## src/rtl/fft_frame_io.sv

```systemverilog
// rtl/fft_frame_io.sv - frame sequencer between sample streams and the FFT register file / core
//
// Purpose: accepts N complex samples on a valid/ready input stream and writes
// them into the register file through its load port, pulses the FFT core start,
// waits for done, then reads the N bins back and emits them on a registered
// valid/ready output stream with a last flag on bin N-1.
//
// Ports:
//   clk, rst                      clock (rising edge), asynchronous active-high reset
//   s_valid/s_ready/s_re/s_im     input sample stream
//   load/load_addr/load_re/load_im register file write port
//   fft_start/fft_done            FFT core handshake (start is a one-cycle pulse)
//   rf_out_addr/rf_out_re/rf_out_im register file readback (data combinational from address)
//   m_valid/m_ready/m_re/m_im/m_last output bin stream
//   busy                          high whenever not collecting input samples
//
// Build option: FFT_FRAME_IO_BITREV_LOAD_EN - when defined, samples are written
// at bit-reversed addresses so an in-place DIT core sees its required input
// order; readback order is always natural.

module fft_frame_io #(
    parameter  int N        = 8,
    parameter  int WIDTH    = 12,
    parameter  int FRACTION = 8,
    localparam int AW       = $clog2(N)
) (
    input  logic             clk,
    input  logic             rst,
    input  logic             s_valid,
    output logic             s_ready,
    input  logic [WIDTH-1:0] s_re,
    input  logic [WIDTH-1:0] s_im,
    output logic             load,
    output logic [AW-1:0]    load_addr,
    output logic [WIDTH-1:0] load_re,
    output logic [WIDTH-1:0] load_im,
    output logic             fft_start,
    input  logic             fft_done,
    output logic [AW-1:0]    rf_out_addr,
    input  logic [WIDTH-1:0] rf_out_re,
    input  logic [WIDTH-1:0] rf_out_im,
    output logic             m_valid,
    input  logic             m_ready,
    output logic [WIDTH-1:0] m_re,
    output logic [WIDTH-1:0] m_im,
    output logic             m_last,
    output logic             busy
);

    localparam int            CW       = AW + 1;
    localparam logic [CW-1:0] CNT_N    = CW'(N);
    localparam logic [CW-1:0] CNT_LAST = CW'(N - 1);
    localparam logic [CW-1:0] CNT_ONE  = CW'(1);

    typedef enum logic [1:0] {
        ST_LOAD   = 2'd0,
        ST_START  = 2'd1,
        ST_WAIT   = 2'd2,
        ST_UNLOAD = 2'd3
    } state_t;

    state_t            state_q, state_d;
    logic [CW-1:0]     wr_cnt_q, wr_cnt_d;
    logic [CW-1:0]     rd_cnt_q, rd_cnt_d;
    logic              fft_start_q, fft_start_d;
    logic              m_valid_q, m_valid_d;
    logic              m_last_q, m_last_d;
    logic [WIDTH-1:0]  m_re_q, m_re_d;
    logic [WIDTH-1:0]  m_im_q, m_im_d;

`ifdef FFT_FRAME_IO_BITREV_LOAD_EN
    function automatic logic [AW-1:0] bitrev(input logic [AW-1:0] a);
        logic [AW-1:0] r;
        for (int i = 0; i < AW; i++) begin
            r[i] = a[AW-1-i];
        end
        return r;
    endfunction

    assign load_addr = bitrev(wr_cnt_q[AW-1:0]);
`else
    assign load_addr = wr_cnt_q[AW-1:0];
`endif

    assign load_re     = s_re;
    assign load_im     = s_im;
    assign rf_out_addr = rd_cnt_q[AW-1:0];
    assign fft_start   = fft_start_q;
    assign m_valid     = m_valid_q;
    assign m_last      = m_last_q;
    assign m_re        = m_re_q;
    assign m_im        = m_im_q;
    assign busy        = (state_q != ST_LOAD);

    always_comb begin
        state_d   = state_q;
        wr_cnt_d  = wr_cnt_q;
        rd_cnt_d  = rd_cnt_q;
        m_valid_d = m_valid_q;
        m_last_d  = m_last_q;
        m_re_d    = m_re_q;
        m_im_d    = m_im_q;
        s_ready   = 1'b0;
        load      = 1'b0;

        case (state_q)
            ST_LOAD: begin
                s_ready = 1'b1;
                // Write strobe is the accept itself so the register file
                // captures the sample on the same edge the stream hands it over.
                load = s_valid;
                if (s_valid) begin
                    if (wr_cnt_q == CNT_LAST) begin
                        wr_cnt_d = '0;
                        state_d  = ST_START;
                    end else begin
                        wr_cnt_d = wr_cnt_q + CNT_ONE;
                    end
                end
            end

            ST_START: begin
                state_d = ST_WAIT;
            end

            ST_WAIT: begin
                // Done is only honoured here; a level left over from the
                // previous frame cannot skip the compute phase.
                if (fft_done) begin
                    state_d  = ST_UNLOAD;
                    rd_cnt_d = '0;
                end
            end

            ST_UNLOAD: begin
                if (m_valid_q && m_ready && m_last_q) begin
                    // Final bin taken: rd_cnt is already N, so nothing more to fetch.
                    m_valid_d = 1'b0;
                    m_last_d  = 1'b0;
                    rd_cnt_d  = '0;
                    state_d   = ST_LOAD;
                end else if ((!m_valid_q || m_ready) && (rd_cnt_q < CNT_N)) begin
                    m_re_d    = rf_out_re;
                    m_im_d    = rf_out_im;
                    m_valid_d = 1'b1;
                    m_last_d  = (rd_cnt_q == CNT_LAST);
                    rd_cnt_d  = rd_cnt_q + CNT_ONE;
                end else if (m_valid_q && m_ready && (rd_cnt_q == CNT_N)) begin
                    m_valid_d = 1'b0;
                end
            end

            default: begin
                state_d = ST_LOAD;
            end
        endcase

        // Registered pulse: high exactly while the FSM sits in START.
        fft_start_d = (state_d == ST_START);
    end

    always_ff @(posedge clk or posedge rst) begin
        if (rst) begin
            state_q     <= ST_LOAD;
            wr_cnt_q    <= '0;
            rd_cnt_q    <= '0;
            fft_start_q <= 1'b0;
            m_valid_q   <= 1'b0;
            m_last_q    <= 1'b0;
            m_re_q      <= '0;
            m_im_q      <= '0;
        end else begin
            state_q     <= state_d;
            wr_cnt_q    <= wr_cnt_d;
            rd_cnt_q    <= rd_cnt_d;
            fft_start_q <= fft_start_d;
            m_valid_q   <= m_valid_d;
            m_last_q    <= m_last_d;
            m_re_q      <= m_re_d;
            m_im_q      <= m_im_d;
        end
    end

endmodule
```

## config.mk

```make
export PLATFORM = sky130hd
export DESIGN_NAME = fft_frame_io
export DESIGN_NICKNAME = d
export VERILOG_FILES = /design/src/rtl/fft_frame_io.sv
export SDC_FILE = /design/constraint.sdc
export NUM_CORES = 1
export LEC_CHECK = 0
export BUFFER_PORTS_ARGS = -buffer_cell sky130_fd_sc_hd__buf_2
export CAP_MARGIN = 10
export CORE_MARGIN = 5
export CORE_UTILIZATION = 46
export DETAILED_ROUTE_END_ITERATION = 8
export PLACE_DENSITY = 0.87
export SYNTH_ARGS = -nofsm -noshare
export SYNTH_HDL_FRONTEND = slang
export SYNTH_SLANG_ARGS = --single-unit
```

## constraint.sdc

```tcl
create_clock -name clk -period 4.75 [get_ports clk]
set_input_delay 0.2375 -clock clk [delete_from_list [all_inputs] [get_ports clk]]
set_output_delay 0.2375 -clock clk [all_outputs]
set_load 0.05 [all_outputs]
```

=== Yosys cells after proc, flatten, opt, wreduce, memory -nomap -nowiden ===
Cells that the tools add are included.
Widths: inputs -> output; s select.

* Output and inout bits: 60
* Logic and storage cells: 54
* Flip-flop bits (word level): 37

* Multiplexer cells: 17
* Eq/ne operators: 9
* $add $sub $neg: 2
* Reductions and logical operators: 16
* Bitwise operators: 1
* Magnitude comparators: 1

{| class="wikitable"
|+ Operators with widths
! cell !! number
|-
| $mux 4 || 4
|-
| $add 4x1->4 const B || 2
|-
| $eq 4x3->1 const B || 2
|-
| $mux 2 || 4
|-
| $pmux 2 s4 || 1
|-
| $pmux 4 s2 || 1
|-
| $mux 1 || 7
|-
| $reduce_and 2->1 || 3
|-
| $reduce_and 3->1 || 2
|-
| $reduce_bool 2->1 || 3
|-
| $eq 2x1->1 const B || 2
|-
| $eq 2x2->1 const B || 2
|-
| $eq 4x4->1 const B || 1
|-
| $logic_and 1x1->1 || 4
|-
| $lt 4x4->1 const B || 1
|-
| $ne 3x3->1 const B || 1
|-
| $reduce_bool 3->1 || 1
|-
| $logic_not 2->1 || 1
|-
| $ne 2x2->1 const B || 1
|-
| $logic_not 1->1 || 1
|-
| $logic_or 1x1->1 || 1
|-
| $not 1->1 || 1
|}

=== Longest topological paths before layout ===
Gate-level depths: netlist of the first run.

* Depth after elaboration: 6
* Gate-level depth with buffers: 5

=== Worst setup path before layout of the first run ===
No wires, ideal clock.

* Path type: reg2reg
* Start: register state_q[0]
* End: register wr_cnt_q[3]
* Setup slack: 2.399 ns
* Stages on the path, launching flop included: 6
* Arrival time: 2.226 ns
* Setup time: 0.125 ns
* Cells stage by stage: dfrtp_1 > nor2_1 > nand2_1 > inv_1 > nand4_1 > mux2_2

* Cells in the longest elaborated chain, start to end: 2

{| class="wikitable"
|+ RTL lines
! element !! RTL line !! text
|-
| from (decl) || 62 || <nowiki>state_t state_q, state_d;</nowiki>
|-
| from (signal assigned) || 173 || <nowiki>state_q <= state_d;</nowiki>
|-
| $logic_not 2->1 || 106 || <nowiki>case (state_q)</nowiki>
|-
| $reduce_and 2->1 (no source line) || -- ||
|-
| to (signal assigned) || 174 || <nowiki>wr_cnt_q <= wr_cnt_d;</nowiki>
|-
| to (decl) || 63 || <nowiki>logic [CW-1:0] wr_cnt_q, wr_cnt_d;</nowiki>
|}

Every way passes these cells.
A chain may end at the register's enable or synchronous reset.

=== Worst setup path in the final report of the first run ===
* Start: register m_last_q, in the netlist m_last
* End: register m_re_q[11], in the netlist m_re[11]

* Cells in the longest elaborated chain, start to end: 3

{| class="wikitable"
|+ RTL lines
! element !! RTL line !! text
|-
| from (decl) || 67 || <nowiki>logic m_last_q, m_last_d;</nowiki>
|-
| from (signal assigned) || 178 || <nowiki>m_last_q <= m_last_d;</nowiki>
|-
| $logic_and 1x1->1 || 136 || <nowiki>if (m_valid_q && m_ready && m_last_q) begin</nowiki>
|-
| $not 1->1 (no source line) || -- ||
|-
| $reduce_and 3->1 (no source line) || -- ||
|-
| to (signal assigned) || 179 || <nowiki>m_re_q <= m_re_d;</nowiki>
|-
| to (decl) || 68 || <nowiki>logic [WIDTH-1:0] m_re_q, m_re_d;</nowiki>
|}

Every way passes these cells.

==> impl_metrics.csv, run 1 <==
group,metric,value,unit
run_status,outcome,"complete, no violations",
final_layout,synthToLayoutAreaGrowth,14.6,%
clock_tree,clock_sinks,37,
worst_setup_path,arrival,2.06,ns
placement,post-place-cells,224,
synthesis,synthAdderAreaFrac,2.09,%
grt,grt_pass1_vias,1171,
clock_tree,clock_latency,0.29,ns
placement,dp_hpwl,2650,um
synthesis,synthArstFlopShare,100,%
final_layout,drive_gt1_share,55.4,%
clock_tree,htree_levels,2,
synthesis,syn_area,1800,sq um
final_layout,antenna_cells,0,
sta,maxSlewHeadroom,61.2,%
worst_setup_path,cp-end-kind,"register",
final_layout,fillers,310,
worst_setup_path,critical_path_class,"register to register",
floorplanning,fp.dieW,72.5,um
routing,ant_nets,0,
routing,wl,3510,um
routing,drtIter0Drc,62,
worst_setup_path,rr_worst_depth,4,
routing,wl_per_cell,15.1,um
synthesis,synth-edff-count,0,
clock_tree,cts_root_buf,"clkbuf_8",
clock_tree,cts_resized,0,
floorplanning,core-area,3720,sq um
synthesis,ys_seq_area_share,51.5,%
clock_tree,cts-buffers-inserted,5,
sta,period_share,39.7,%
clock_tree,hold_buffers,0,
final_layout,final_cell_mix,"64 x buf_2, 37 x dfrtp_1, 24 x mux2_2",
worst_setup_path,reg2reg_slack,2.86,ns
synthesis,synth_top_flop_cell,"dfrtp_1",
floorplanning,io_pins,113,
floorplanning,row_count,22,
synthesis,synth_compound_area_share,5.98,%
synthesis,synthSimpleGateAreaFrac,6.88,%
synthesis,synth_nets,199,
sta,period_minus_slack,1.89,ns
floorplanning,die_h,72.5,um
final_layout,final_area,2060,sq um
pwr,pwr_density_cell,921,nW/um^2
final_layout,final_common_cell,"buf_2",
routing,routed_via_density,5.12,
pwr,peakVddDrop,0.000341,V
clock_tree,path_clk_slew,0.08,ns
synthesis,yosysWarnings,0,
clock_tree,cts_buffer_depth,2,
min_path,hp-class,"input pin to async pin",
sta,drv_slew,0,
sta,fmax,530,MHz
sta,clock_skew,0.00932,ns
floorplanning,dieArea,5260,sq um
grt,globalRoute.totalOverflow,0,
placement,gp_congestion,0.756,
floorplanning,initial_core_util,48.4,%
synthesis,synthXorXnorAreaFrac,0.487,%
sta,tns,0,ns
synthesis,synth_area_leader_cell,"dfrtp_1",
synthesis,ys_types,33,
routing,drc_errors,0,
clock_tree,postCtsSetupBuffers,0,
sta,max_slew.worst_pin.slew,0.577,ns
worst_setup_path,critPathLaunchType,"register",
final_layout,utilization,55.5,%
grt,grt_pass1_wl,5570,um
worst_setup_path,worstPathMaxFanout,19,
sta,rsz0062_at_grt,"false",
sta,hold-worst-slack,0.0521,ns
final_layout,fin_nets,239,
grt,grt_start_max_net_pins,38,
pwr,p_leak,0.00101,uW
synthesis,synth-seq-cells,37,
synthesis,syn_area_per_cell,12.6,sq um
synthesis,synth_top_family_by_area,"multiplexers",
placement,io_buffers,64,
clock_tree,cts_tree,"yes",
placement,placed_cell_area,1940,sq um
synthesis,muxShareOfSynthArea,17.4,%
run,cap_viol_max_count,0,
synthesis,netlist.area_leader.share,51.5,%
grt,antenna_found_initial,0,
routing,vias,1187,
synthesis,synthCells,143,
synthesis,synthTopCellsByArea,"dfrtp_1 51%, mux2_2 15%, buf_4 13%",
routing,drtPass1Iterations,4,
sta,setup_viol,0,
sta,hold_viol,0,
grt,gr-usage-all-layers,14.0,%
final_layout,layoutNonFillerInstCount,232,
worst_setup_path,crit_required,4.92,ns
-- registers in the layout, summed over array words and instances, names as in the netlist --
register and cells:
m_last 1, rd_cnt_q 4, m_im 12, wr_cnt_q 4
m_re 12, state_q 2, fft_start 1, m_valid 1
-- cell families after synthesis --
family / after synthesis
AOI/OAI and AO/OA: 12
muxes: 28
adders and majority gates: 3
xor gates and xnor gates: 1
buffers and inverters: 41
and+or+nand+nor: 21
DFF: 37
-- final timing paths --
check / end / startpoint
max: m_re[11] / m_last
min: m_valid / rst
max reg2reg: m_re[11] / m_last
min reg2reg: m_re[0] / m_re[0]
max in group asynchronous: m_im[11] / rst
min in group clk: m_re[0] / rf_out_re[0]
-- area by class of cell --
cell class	instances	area, sq um	share of cell area, %
Clock buffer	6	82.6	4.00
Clock inverter	2	37.5	1.82
Inverter	8	30.0	1.46
Multi-Input combinational cell	65	591	28.6
Sequential cell	37	926	44.9
Tap cell	48	60.1	2.91
Timing Repair Buffer	66	335	16.3
-- layer usage --
metal	vias to the layer above	track usage [%]	routed length, um
met2	53	22.1	1710
met1	568	15.9	1330
met4	0	10.0	131
met3	23	4.29	337
li1	543	-	-
met5	-	0	0
-- synth_stat cells, drive strengths merged, types with 2 or more instances --
library cell  count
nand2b            3
buf              33
nand3             4
nor2              3
mux2             26
inv               8
nand3b            2
dfrtp            37
mux2i             2
nand2             3
ha                3
nand4             3
-- worst max-delay path, cell delays in order, from the launching register on --
cell	delay, ns
dfrtp_1	0.43
nand2b_4	0.18
a211oi_4	0.44
buf_4	0.34
mux2_2	0.37
-- power breakdown --
part	internal [uW]	switching [uW]
logic	342	714
registers	461	103
clock network	171	110
total	973	927
-- metrics by stage --
| stage | worst slack (ns) | power [uW] |
|---|---|---|
| 2_1_floorplan | 2.40 | 1510 |
| 3_3_place_gp | 2.91 | 1620 |
| 3_5_place_dp | 2.87 | 1640 |
| 4_1_cts | 2.85 | 1920 |
| 5_1_grt | 2.78 | 2000 |
| 6_report | 2.86 | 1900 |
(Power assumes the default switching activity.)
==> run 2, diff against run 1 <==
--- a/config.mk
+++ b/config.mk
@@ -8,9 +8,9 @@
 export BUFFER_PORTS_ARGS = -buffer_cell sky130_fd_sc_hd__buf_2
 export CAP_MARGIN = 10
 export CORE_MARGIN = 5
-export CORE_UTILIZATION = 46
+export CORE_UTILIZATION = 38
 export DETAILED_ROUTE_END_ITERATION = 8
-export PLACE_DENSITY = 0.87
+export PLACE_DENSITY = 0.77
 export SYNTH_ARGS = -nofsm -noshare
 export SYNTH_HDL_FRONTEND = slang
 export SYNTH_SLANG_ARGS = --single-unit
==> constraint.sdc (replaced) <==
create_clock -name clk -period 1.7 [get_ports clk]
set_input_delay 0.085 -clock clk [delete_from_list [all_inputs] [get_ports clk]]
set_output_delay 0.085 -clock clk [all_outputs]
set_load 0.05 [all_outputs]
==> run 2 against run 1 <==
Final cell count is 4.3% higher. Via count is 4.4% lower. Global-route usage is 2.7 points lower. Die area is 18% higher. Final area is 1.2% higher. Routed wire length is 7.2% lower. Count of clock-buffer cells in the layout is 1 lower. Clock power is 110% higher. Non-clock buffer count is 4 higher. Register-to-register slack worse by 2.7 ns. Sequential power grew to 2.8 times the previous value. Clock skew is 0.0033 ns lower. Critical path type is now register to output pin.
==> impl_metrics.csv, run 2 (same netlist as run 1, synthesis figures left out) <==
group,metric,value,unit
run_status,outcome,"complete, no violations",
final_layout,antenna_cells,0,
sta,hold-worst-slack,0.0204,ns
grt,globalRoute.totalOverflow,0,
placement,io_buffers,64,
clock_tree,clock_sinks,37,
sta,setup_viol,0,
worst_setup_path,critPathLaunchType,"register",
sta,period_minus_slack,1.57,ns
sta,maxSlewHeadroom,69.7,%
pwr,peakVddDrop,0.000771,V
sta,drv_slew,0,
grt,grt_pass1_vias,1218,
floorplanning,initial_core_util,38.6,%
pwr,p_leak,0.00100,uW
routing,vias,1135,
floorplanning,dieArea,6210,sq um
sta,finalWorstSetupSlack,0.134,ns
grt,grt_pass1_wl,5500,um
sta,rsz0062_at_grt,"false",
floorplanning,fp.dieW,78.8,um
worst_setup_path,crit_required,1.62,ns
routing,ant_nets,0,
sta,period_share,92.1,%
worst_setup_path,worstPathMaxFanout,6,
grt,gr-usage-all-layers,11.2,%
worst_setup_path,cp-end-kind,"output pin",
placement,placed_cell_area,1990,sq um
sta,clock_skew,0.00606,ns
placement,post-place-ws,0.112,ns
clock_tree,htree_levels,2,
final_layout,final_area,2090,sq um
grt,grt_start_max_net_pins,38,
floorplanning,die_h,78.8,um
final_layout,final_cell_mix,"64 x buf_2, 35 x dfrtp_1, 24 x mux2_2",
clock_tree,postCtsSetupBuffers,0,
sta,tns,0,ns
worst_setup_path,critical_path_class,"register to output pin",
floorplanning,io_pins,113,
routing,wl_per_cell,13.5,um
routing,wl,3260,um
final_layout,synthToLayoutAreaGrowth,15.9,%
final_layout,final_common_cell,"buf_2",
placement,dp_hpwl,2510,um
clock_tree,cts-buffers-inserted,5,
clock_tree,cts_buffer_depth,2,
final_layout,layoutNonFillerInstCount,242,
clock_tree,path_clk_slew,0.07,ns
placement,gp_congestion,0.809,
final_layout,fin_nets,243,
grt,antenna_found_initial,0,
clock_tree,clock_latency,0.28,ns
worst_setup_path,arrival,1.48,ns
min_path,hp-class,"input pin to register",
routing,drc_errors,0,
sta,fmax,639,MHz
placement,post-place-cells,233,
sta,max_slew.worst_pin.slew,0.455,ns
floorplanning,row_count,25,
routing,drtIter0Drc,16,
sta,hold_viol,0,
floorplanning,core-area,4660,sq um
routing,drtPass1Iterations,4,
run,cap_viol_max_count,0,
pwr,pwr_density_cell,2480,nW/um^2
clock_tree,cts_root_buf,"clkbuf_8",
final_layout,drive_gt1_share,58.0,%
clock_tree,cts_tree,"yes",
routing,routed_via_density,4.69,
## run 2: cell count changes in the layout (fill, tap and decap cells not counted), sizes merged
cell,previous run,this run
bufinv,1,0
buf,66,69
clkbuf,6,5
clkinvlp,1,2
dlygate4sd3,0,1
clkinv,0,2
inv,8,7
## run 2: cell type report
| cell class | instances | area [sq um] |
|---|---|---|
| multi-input cells | 65 | 598 |
| clock buffers | 5 | 68.8 |
| clock inverters | 3 | 17.5 |
| inverters | 8 | 33.8 |
| repair buffers | 70 | 372 |
| well taps | 54 | 67.6 |
| flip-flops and latches | 37 | 928 |
| fillers | 455 | 2570 |
## run 2: report_power, final
group / switching (uW) / leakage [uW] / internal [uW]
combinational: 2010 / 0.000523 / 1020
sequential: 281 / 0.000436 / 1290
clock: 294 / 0.0000439 / 282
total: 2580 / 0.00100 / 2600
## run 2: worst max-delay path: stages (launching register included)
cell        delay (ns)
dfrtp_1           0.39
buf_4             0.16
nor2_4            0.11
nand2_1           0.13
clkinvlp_4        0.14
buf_2             0.27
## run 2: final timing paths
| kind | start | endpoint | slack [ns] | depth (start not counted) |
|---|---|---|---|---|
| max in group asynchronous | rst | m_valid | 0.91 | 4 |
| hold / removal | rf_out_re[0] | m_re[0] | 0.02 | 2 |
| setup / recovery | state_q[1] | load | 0.13 | 5 |
| setup reg to reg | state_q[0] | m_im[11] | 0.16 | 4 |
| min in group asynchronous | rst | m_im[3] | 0.45 | 4 |
| hold reg to reg | m_re[0] | m_re[0] | 0.49 | 1 |
## run 2: per-stage QoR
step                utilization, %  power [uW]
finish                        44.8        5180
global route                  44.8        5510
CTS                           44.7        5260
detailed placement            42.6        4650
global placement              42.6        4590
floorplan                        -        4240
## run 2: metal layers
layer / routed length [um] / GRT usage (%) / vias to the layer above / share of wire (%)
li1: - / - / 551 / -
met5: 0 / 0 / - / 0
met2: 1670 / 19.0 / 47 / 51
met4: 14 / 3.78 / 0 / 0.43
met1: 1240 / 11.9 / 534 / 38
met3: 338 / 6.01 / 3 / 10
## run 2: repair_timing
item                                   CTS  global route
setup endpoints to repair                0             2
endpoints found under the hold margin   37             0
resized for setup                        0             1
hold buffers                             1             0
